### src/rtl/decoder_256b_pipe_pkg.sv
// decoder_256b_pipe_pkg: shared index width and op encoding for the one-hot decoder
package decoder_256b_pipe_pkg;
   localparam int IDX_W = 8;
   typedef enum logic [1:0] {
      OP_DECODE = 2'd0,
      OP_SET    = 2'd1,
      OP_CLR    = 2'd2,
      OP_TOGGLE = 2'd3
   } op_e;
endpackage

### src/rtl/decoder_256b_pipe_dec32.sv
// decoder_32b: combinational 5->32 one-hot with enable
module decoder_32b (
   input  logic        en_i,
   input  logic [4:0]  sel_i,
   output logic [31:0] y_o
);
   assign y_o = en_i ? 32'(1) << sel_i : '0;
endmodule

### src/rtl/decoder_256b_pipe.sv
// decoder_256b_pipe: two-stage 8->256 one-hot decoder with a per-index occupancy mask
module decoder_256b_pipe
   import decoder_256b_pipe_pkg::*;
#(
   parameter logic [255:0] MASK_RST = '0
) (
   input  logic             clk,
   input  logic             rst_n,
   input  logic             in_valid,
   output logic             in_ready,
   input  logic [IDX_W-1:0] in_idx,
   input  logic [1:0]       in_op,
   input  logic             in_en,
   input  logic             mask_clr,
   output logic             out_valid,
   input  logic             out_ready,
   output logic [255:0]     out_onehot,
   output logic [255:0]     out_mask,
   output logic             out_hit
);
   logic         s1_valid_q, s1_valid_d, s2_valid_q, s2_valid_d, adv1, adv2;
   logic [4:0]   lo_q, lo_d;
   op_e          op_q, op_d;
   logic         en_q, en_d, hit_q, hit_d;
   logic [7:0]   grp_q, grp_d;
   logic [255:0] h, upd, onehot_q, onehot_d, mask_q, mask_d;

   assign adv2     = s1_valid_q & (~s2_valid_q | out_ready);
   assign in_ready = ~s1_valid_q | adv2;
   assign adv1     = in_valid & in_ready;

   for (genvar g = 0; g < 8; g++) begin : g_dec
      decoder_32b u_dec (
         .en_i  (en_q & grp_q[g]),
         .sel_i (lo_q),
         .y_o   (h[32*g +: 32])
      );
   end

   always_comb begin
      s1_valid_d = adv1 | (s1_valid_q & ~adv2);
      s2_valid_d = adv2 | (s2_valid_q & ~out_ready);
      lo_d       = adv1 ? in_idx[4:0] : lo_q;
      op_d       = adv1 ? op_e'(in_op) : op_q;
      en_d       = adv1 ? in_en : en_q;
      grp_d      = adv1 ? (in_en ? 8'(1) << in_idx[7:5] : '0) : grp_q;
      upd        = op_q == OP_SET    ? mask_q | h :
                   op_q == OP_CLR    ? mask_q & ~h :
                   op_q == OP_TOGGLE ? mask_q ^ h : mask_q;
      onehot_d   = adv2 ? h : onehot_q;
      hit_d      = adv2 ? |(mask_q & h) : hit_q;
      // a synchronous clear wins over the update of a beat leaving S1 on the same edge
      mask_d     = mask_clr ? '0 : adv2 ? upd : mask_q;
   end

   always_ff @(posedge clk or negedge rst_n) begin
      if (!rst_n) begin
         s1_valid_q <= 1'b0;
         s2_valid_q <= 1'b0;
         lo_q       <= '0;
         op_q       <= OP_DECODE;
         en_q       <= 1'b0;
         grp_q      <= '0;
         onehot_q   <= '0;
         hit_q      <= 1'b0;
         mask_q     <= MASK_RST;
      end else begin
         s1_valid_q <= s1_valid_d;
         s2_valid_q <= s2_valid_d;
         lo_q       <= lo_d;
         op_q       <= op_d;
         en_q       <= en_d;
         grp_q      <= grp_d;
         onehot_q   <= onehot_d;
         hit_q      <= hit_d;
         mask_q     <= mask_d;
      end
   end

   assign out_valid  = s2_valid_q;
   assign out_onehot = onehot_q;
   assign out_mask   = mask_q;
   assign out_hit    = hit_q;
endmodule
### config.mk
export PLATFORM = sky130hd
export DESIGN_NAME = decoder_256b_pipe
export DESIGN_NICKNAME = d
export VERILOG_FILES = /design/src/rtl/decoder_256b_pipe_pkg.sv /design/src/rtl/decoder_256b_pipe_dec32.sv /design/src/rtl/decoder_256b_pipe.sv
export SDC_FILE = /design/constraint.sdc
export NUM_CORES = 1
export LEC_CHECK = 0
export BUFFER_PORTS_ARGS = -buffer_cell sky130_fd_sc_hd__buf_4
export CAP_MARGIN = 15
export CELL_PAD_IN_SITES_DETAIL_PLACEMENT = 2
export CELL_PAD_IN_SITES_GLOBAL_PLACEMENT = 2
export CORE_MARGIN = 8
export CORE_UTILIZATION = 36
export CTS_CLUSTER_SIZE = 40
export DETAILED_ROUTE_END_ITERATION = 16
export PLACE_DENSITY = 0.9
export SETUP_SLACK_MARGIN = 0.1
export SLEW_MARGIN = 20
export SYNTH_ARGS = -nofsm -noshare
export SYNTH_HDL_FRONTEND = slang
export SYNTH_SLANG_ARGS = --single-unit
export TNS_END_PERCENT = 1
### constraint.sdc
create_clock -name clk -period 3.35 [get_ports clk]
set_input_delay 0 -clock clk [delete_from_list [all_inputs] [get_ports clk]]
set_output_delay 0 -clock clk [all_outputs]
set_load 0.02 [all_outputs]
# ---- Word-level counts from Yosys, hierarchy flattened
# Cells that the tools add are included.
dict set report totals {
  regBits 531
  input_bits 16
  out_inout_bits 515
}
dict set report classes {
  n_eq_ne 3
  shift 2
  muxes 14
  bitwise_logic 25
  n_reduce_logical 4
}
# cell count
set op_table {}
lappend op_table {{2-to-1 mux 256 bit} 5}
lappend op_table {{AND 256 bit} 2}
lappend op_table {{2-to-1 mux 32 bit} 8}
lappend op_table {{NOT 256 bit} 1}
lappend op_table {{bitwise OR 256 bit} 1}
lappend op_table {{OR reduction 256 bit} 1}
lappend op_table {{XOR 256 bit} 1}
lappend op_table {{<< shifter 1 x 5 -> 32 bit (first input constant)} 1}
lappend op_table {{AND 1 bit} 12}
lappend op_table {{2-to-1 mux 8 bit} 1}
lappend op_table {{<< shifter 1 x 3 -> 8 bit (first input constant)} 1}
lappend op_table {{== test 2 bit (second input constant)} 2}
lappend op_table {{NOT 1 bit} 4}
lappend op_table {{bitwise OR 1 bit} 4}
lappend op_table {{nonzero test 4 bit} 1}
lappend op_table {{== test 2 x 1 -> 1 bit (second input constant)} 1}
lappend op_table {{AND reduction 2 bit} 1}
lappend op_table {{nonzero test 2 bit} 1}

# ---- Logic depth before layout (Yosys ltp)
# Gate-level depths: netlist of run 1.
dict set report depth {
  depth_word 8
  depth_mapped 11
  mapped_depth_nobuf 11
}

# ---- Cells and area by module
# Synthesis of run 1 repeated with hierarchy kept, for this count alone.
dict set report hier_totals {
  cells_unflattened 4095
  hier_area_um2 38021.5
}
# module n_inst cells_per_inst area_each_um2
set modules_own_cells {}
lappend modules_own_cells {decoder_256b_pipe 1 3719 36149.7}
lappend modules_own_cells {decoder_32b 8 47 234.0}

# ---- Worst setup path after synthesis of run 1
# No wires, ideal clock.
dict set report synth_timing {
  path_type {flip-flop to flip-flop}
  startpoint {register lo_q[3]}
  endpoint {register hit_q (netlist: out_hit)}
  setup_time_ns 0.136
  t_arrival_ns 2.479
  required_time_ns 3.214
  slack_ns 0.736
  path_stages_with_launch 12
  period_less_slack_ns 2.614
  cell_sequence {dfrtp_1 -> nand2b_1 -> clkbuf_1 -> nor2_1 -> nand2_1 -> inv_1 -> ha_1 -> nor4_1 -> nand4_1 -> or4_1 -> nor4_1 -> a31oi_1}
}
dict set report synth_via {
  elab_chain_len 4
}
# item line_no
set synth_rtl {}
lappend synth_rtl {{from (decl)} decoder_256b_pipe.sv:22} ;# logic [4:0] lo_q, lo_d;
lappend synth_rtl {{from (signal assigned)} decoder_256b_pipe.sv:70} ;# lo_q <= lo_d;
lappend synth_rtl {{<< shifter 1 x 5 -> 32 bit} decoder_256b_pipe_dec32.sv:7} ;# assign y_o = en_i ? 32'(1) << sel_i : '0;
lappend synth_rtl {{2-to-1 mux 32 bit} decoder_256b_pipe_dec32.sv:7}
lappend synth_rtl {{via g_dec[4].u_dec.y_o[22]} decoder_256b_pipe_dec32.sv:5} ;# output logic [31:0] y_o
lappend synth_rtl {{AND 256 bit} decoder_256b_pipe.sv:51} ;# hit_d = adv2 ? |(mask_q & h) : hit_q;
lappend synth_rtl {{OR reduction 256 bit} decoder_256b_pipe.sv:51}
lappend synth_rtl {{to (signal assigned)} decoder_256b_pipe.sv:75} ;# hit_q <= hit_d;
lappend synth_rtl {{to (decl)} decoder_256b_pipe.sv:24} ;# logic en_q, en_d, hit_q, hit_d;
# The timed path passes the listed nets, and every way through them passes these cells.
# A chain may end at the register's enable or synchronous reset.

# ---- Worst setup path after layout of run 1
dict set report layout_timing {
  startpoint {register lo_q[2]}
  endpoint {register hit_q (netlist: out_hit)}
}
dict set report layout_via {
  elab_chain_len 4
}
# item line_no
set layout_rtl {}
lappend layout_rtl {{<< shifter 1 x 5 -> 32 bit} decoder_256b_pipe_dec32.sv:7}
lappend layout_rtl {{2-to-1 mux 32 bit} decoder_256b_pipe_dec32.sv:7}
lappend layout_rtl {{via g_dec[0].u_dec.y_o[12]} decoder_256b_pipe_dec32.sv:5}
lappend layout_rtl {{AND 256 bit} decoder_256b_pipe.sv:51}
lappend layout_rtl {{OR reduction 256 bit} decoder_256b_pipe.sv:51}
# The timed path passes the listed nets, and every way through them passes these cells.

==> out/results.tsv, run 1 <==
metric	value	unit
Final Cycle Share	1.03	
gr ovfl total	0	
Vias	34761	
top cells by area, synth	dfrtp_1, ha_1, a22o_1	
failing checks	setup timing	
Syn. warnings	0	
Sw Share	0.358	
vias in the first global route	39200	
Die Footprint	0.115	mm2
Critical Path RT	3870	ps
post-synthesis sequential area ratio	0.355	
most frequent cells in the layout	ha_1, buf_4, dfrtp_1	
Buffers on Ports	530	
Die Width	338	um
MaxCap Viol Count	0	
initial antenna violation count	7	
# IOs	531	
Initial Util	0.362	
internal power	13.5	mW
Synth top area share	0.355	
Post-DRT Antenna Nets	0	
Vias/cell	5.79	
clock buffer count from CTS	71	
dpl hpwl	129000	um
layout cells sized above 1	0.190	
RSZ-0062 raised after global routing	yes	
GPL Wtd Cong	0.809	
CTS root buf	clkbuf_16	
largest area contributor in the netlist	dfrtp_1	
routed wire length	192000	um
Reg area	0.0133	mm2
max-slew violations	0	
Slew headroom	0.234	
async set or reset register ratio after synthesis	1.00	
Largest stage delay, worst path	470	ps
worst-path fanout max	8	
DRC	0	
Mapped Avg Cell Area	9.23	um2
status	finished with violations	
Clock Power Share	0.405	
Clock Tree Buf Depth	3	
final hold vios	0	
Die Ht	338	um
Core Rows	118	
Flop pwr share	0.347	
CP cell instances	nand2_1 > buf_4 > nor2_4 > nand2_1 > inv_1 > ha_1 > nor4_1 > buf_4 > nand4_1 > or4_1 > nor3_1 > buf_4 > a31oi_1	
number of enable flip-flop cells after synthesis	0	
Cells after Synth	4056	
TritonCTS clock tree	built	
slowest CP cell	or4_1	
TritonRoute pass-1 iters	5	
largest net degree at the start of global routing	113	
Syn-to-layout area delta	24.5	%
pwr dens	452	mW/mm2
Main synth FF type	dfrtp_1	
final setup fails	1	
CP delay by family, top	simple AND/OR/NAND/NOR gates	
# nets final	5353	
clock sink total	531	
fmax	291	MHz
Peak VDD IR	0.000357	V
Routed WL per cell	32.0	um
leakage power	25.1	nW
Bufs and invs on worst path	4	
most common cell after layout, fill and taps aside	ha_1	
Syn Std Cell Area	0.0374	mm2
total power	21.0	mW
Worst-path clk slew	60	ps
final setup margin	-85.3	ps
Util after Layout	0.451	
most numerous cell on the critical path	buf_4	
multi-input logic area	0.0214	mm2
Sw Pwr	7.53	mW
register bit count reported by yosys	531	
first-pass GRT wire length	279000	um
Yosys cell types	35	
ANT cells	0	
Critical Path Source Type	flop	
Crit Path Category	reg -> reg	
First DRT Iteration DRCs	2392	
syn_nets	4843	
H-tree depth	3	
overall global routing resource usage	0.321	
hold crit path type	in -> reg	
Worst setup EP type	flop	
pre-CTS WS	-385	ps
fin crit period	3440	ps
CP arrival	3950	ps
Combinational Power Share	0.248	
core area	0.103	mm2
worst-margin pin slew	1150	ps
clock latency on the worst-skew pair	660	ps
fillcell total	10904	
Worst Skew	26.3	ps
[stage by stage]
step	cells	hold WS, ps	area [um2]	TNS, ps
after global placement	5847	75.7	43700	-829
after CTS	6000	124	46500	-16.0
final	6003	157	46600	-85.3
after detailed placement	5848	72.9	43700	-385
after floorplan	4056	-296	37400	0
after global routing	6003	162	46600	-209
[routing by layer]
layer,vias up,global-route usage,wire (um)
li1,14613,-,-
met1,18217,0.367,74000
met2,1372,0.536,91100
met3,557,0.0780,12800
met4,2,0.206,14300
met5,-,0,13
[worst min-delay path: stages]
cell,delay (ps)
dlygate4sd3_1,530
buf_4,100
mux2_2,140
[cell type report]
type / instances / area share
multi-input combinational: 2745 / 0.459
sequential: 531 / 0.285
timing repair buffer: 703 / 0.124
clock buffer: 101 / 0.0447
inverter: 514 / 0.0414
tap: 1380 / 0.0371
clock inverter: 29 / 0.00859
[flip-flops by register name, summed over array words and instances (netlist names)]
register / flops
s1_valid_q: 1
out_hit: 1
en_q: 1
lo_q: 5
op_q: 2
out_mask: 256
grp_q: 8
out_onehot: 256
out_valid: 1
[power by group through the flow]
| stage | combinational (mW) | clock (mW) | sequential (mW) |
|---|---|---|---|
| final | 5.22 | 8.51 | 7.30 |
| after global routing | 5.53 | 8.79 | 7.33 |
| after CTS | 5.15 | 8.61 | 7.28 |
| after detailed placement | 4.95 | 0 | 7.37 |
| after global placement | 4.52 | 0 | 7.32 |
| after floorplan | 2.42 | 0 | 7.54 |
[cells by family after synthesis]
group,Yosys count,synth area share
flip-flops,531,0.355
AND/OR/NAND/NOR,932,0.121
multiplexers,8,0.00241
AO/OA/AOI/OAI,1034,0.184
buffers and inverters,780,0.0803
adder cells (fa/ha/maj),771,0.258
[repair_timing]
action                     CTS  global route
hold buffers                19             0
pin swaps                    3             1
hold endpoints to repair   397             0
setup endpoints to repair   17            19
setup buffers                3             3
cloned                       0             0
resized for setup           28             5
[synth_stat cells (10+ instances only)]
| master | instances |
|---|---|
| a2111oi_0 | 28 |
| a211oi_1 | 256 |
| a21o_1 | 28 |
| a21oi_1 | 228 |
| a22o_1 | 228 |
| buf_1 | 10 |
| buf_2 | 55 |
| clkbuf_1 | 199 |
| dfrtp_1 | 531 |
| ha_1 | 771 |
| inv_1 | 514 |
| nand2_1 | 529 |
| nand4_1 | 15 |
| nor2_1 | 16 |
| nor2_2 | 11 |
| nor2b_1 | 256 |
| nor4_1 | 66 |
| o21ai_0 | 236 |
| o21ai_1 | 20 |
[path summary, 6_finish.rpt]
kind                       startpoint  slack [ps]              end  depth (start not counted)
min in group asynchronous       rst_n         450     out_mask[37]                          3
max                           lo_q[2]         -90          out_hit                         13
max reg2reg                   lo_q[2]         -90          out_hit                         13
min reg2reg                  grp_q[6]         480         grp_q[6]                          2
min                          in_op[1]         160          op_q[1]                          3
max in group asynchronous       rst_n        1930  out_onehot[211]                          4
(Power assumes the default switching activity.)
==> run 2, diff against run 1 <==
==> constraint.sdc (replaced) <==
create_clock -name clk -period 3.35 [get_ports clk]
set_input_delay 0.5025 -clock clk [delete_from_list [all_inputs] [get_ports clk]]
set_output_delay 0.5025 -clock clk [all_outputs]
set_load 0.02 [all_outputs]
==> run 2 against run 1 <==
Compared with the run above: critical path depth decreased by 3; global-route usage increased by 0.66 points; hold slack got worse by 65 ps; combinational power about the same; maximum frequency decreased by 0.41%; the flow still finishes with violations (setup timing).
==> out/results.tsv, run 2 (same netlist as run 1, synthesis figures left out) <==
metric	value	unit
status	finished with violations	
failing checks	setup timing	
vias in the first global route	39092	
fillcell total	10955	
Worst setup EP type	flop	
slowest CP cell	or4_1	
Worst Skew	29.7	ps
most common cell after layout, fill and taps aside	ha_1	
fin crit period	3450	ps
Die Width	338	um
placed inst area	0.0437	mm2
initial antenna violation count	4	
TritonRoute pass-1 iters	6	
final instance area	0.0462	mm2
worst hold slack	91.9	ps
Vias/cell	5.85	
# nets final	5333	
total power	20.7	mW
clock sink total	531	
H-tree depth	3	
First DRT Iteration DRCs	2759	
Crit Path Category	reg -> reg	
Slew headroom	0.213	
DRC	0	
largest net degree at the start of global routing	140	
Critical Path RT	3870	ps
MaxCap Viol Count	0	
most frequent cells in the layout	ha_1, buf_4, dfrtp_1	
overall global routing resource usage	0.328	
CP delay by family, top	simple AND/OR/NAND/NOR gates	
Die Ht	338	um
first-pass GRT wire length	284000	um
clock latency on the worst-skew pair	660	ps
gr ovfl total	0	
Clock Tree Buf Depth	3	
routed wire length	196000	um
worst-margin pin slew	1170	ps
Buffers on Ports	530	
Reg area	0.0133	mm2
Bufs and invs on worst path	2	
pwr dens	447	mW/mm2
dpl hpwl	129000	um
max-slew violations	0	
TritonCTS clock tree	built	
Die Footprint	0.115	mm2
Worst-path clk slew	60	ps
GPL Wtd Cong	0.815	
core area	0.103	mm2
# IOs	531	
multi-input logic area	0.0214	mm2
Syn-to-layout area delta	23.6	%
Vias	34975	
fmax	290	MHz
layout cells sized above 1	0.191	
final hold vios	0	
final setup margin	-99.4	ps
Post-DRT Antenna Nets	0	
Critical Path Source Type	flop	
final setup fails	1	
CP arrival	3970	ps
worst-path fanout max	32	
Initial Util	0.362	
CTS root buf	clkbuf_16	
Core Rows	118	
Cells after DPL	5848	
CP cell instances	buf_4 > and2_2 > nand2_1 > inv_1 > ha_1 > nor4_2 > nand4_1 > or4_1 > nor4_1 > a31oi_1	
Peak VDD IR	0.000309	V
non-filler cells, final	5982	
Routed WL per cell	32.7	um
Final Cycle Share	1.03	
leakage power	25.0	nW
Largest stage delay, worst path	560	ps
RSZ-0062 raised after global routing	yes	
hold crit path type	in -> reg	
clock buffer count from CTS	71	
-- run 2: cell type report --
type                            count  share of cell area
Inverter                          514              0.0417
Timing Repair Buffer              683               0.120
Sequential cell                   531               0.287
Clock inverter                     24             0.00468
Tap cell                         1380              0.0373
Multi-Input combinational cell   2745               0.463
Antenna cell                        1           0.0000541
Clock buffer                      104              0.0464
-- run 2: repair_timing --
action | CTS | global route
setup buffers | 0 | 3
pin swaps | 1 | 4
endpoints found under the setup margin | 18 | 22
gates resized for setup | 17 | 16
hold endpoints to repair | 50 | 0
hold buffers | 1 | 0
-- run 2: stage by stage --
stage	utilization	worst slack (ps)	TNS, ps
after floorplan	-	736	0
after global placement	0.422	-937	-1050
after detailed placement	0.423	-1000	-1120
after CTS	0.446	-169	-323
after global routing	0.447	-160	-208
final	0.447	-99.4	-99.4
-- run 2: worst reg2reg max path, cell delays in order, from the launching register on --
cell	delay [ps]
dfrtp_1	380
buf_4	170
and2_2	460
nand2_1	390
inv_1	140
ha_1	240
nor4_2	540
nand4_1	150
or4_1	560
nor4_1	190
a31oi_1	120
-- run 2: worst paths after layout --
path | startpoint | end | slack, ps | cells past startpoint
worst max-delay path | en_q | out_hit | -100 | 10
worst min-delay path | in_valid | s1_valid_q | 90 | 2
worst max register to register | en_q | out_hit | -100 | 10
worst min register to register | grp_q[1] | grp_q[1] | 470 | 2
max in group asynchronous | rst_n | out_onehot[27] | 1760 | 3
min in group asynchronous | rst_n | out_onehot[112] | 490 | 2
-- run 2: per-layer routing --
| metal | track usage | wire length, um |
|---|---|---|
| met5 | 0 | 0 |
| met2 | 0.556 | 93900 |
| met3 | 0.0702 | 12300 |
| met4 | 0.204 | 14000 |
| met1 | 0.376 | 75500 |
-- run 2: report_power, final --
part	internal [mW]	switching, mW	total (mW)
clock	4.68	3.45	8.13
combinational	1.73	3.49	5.22
sequential	6.72	0.599	7.32
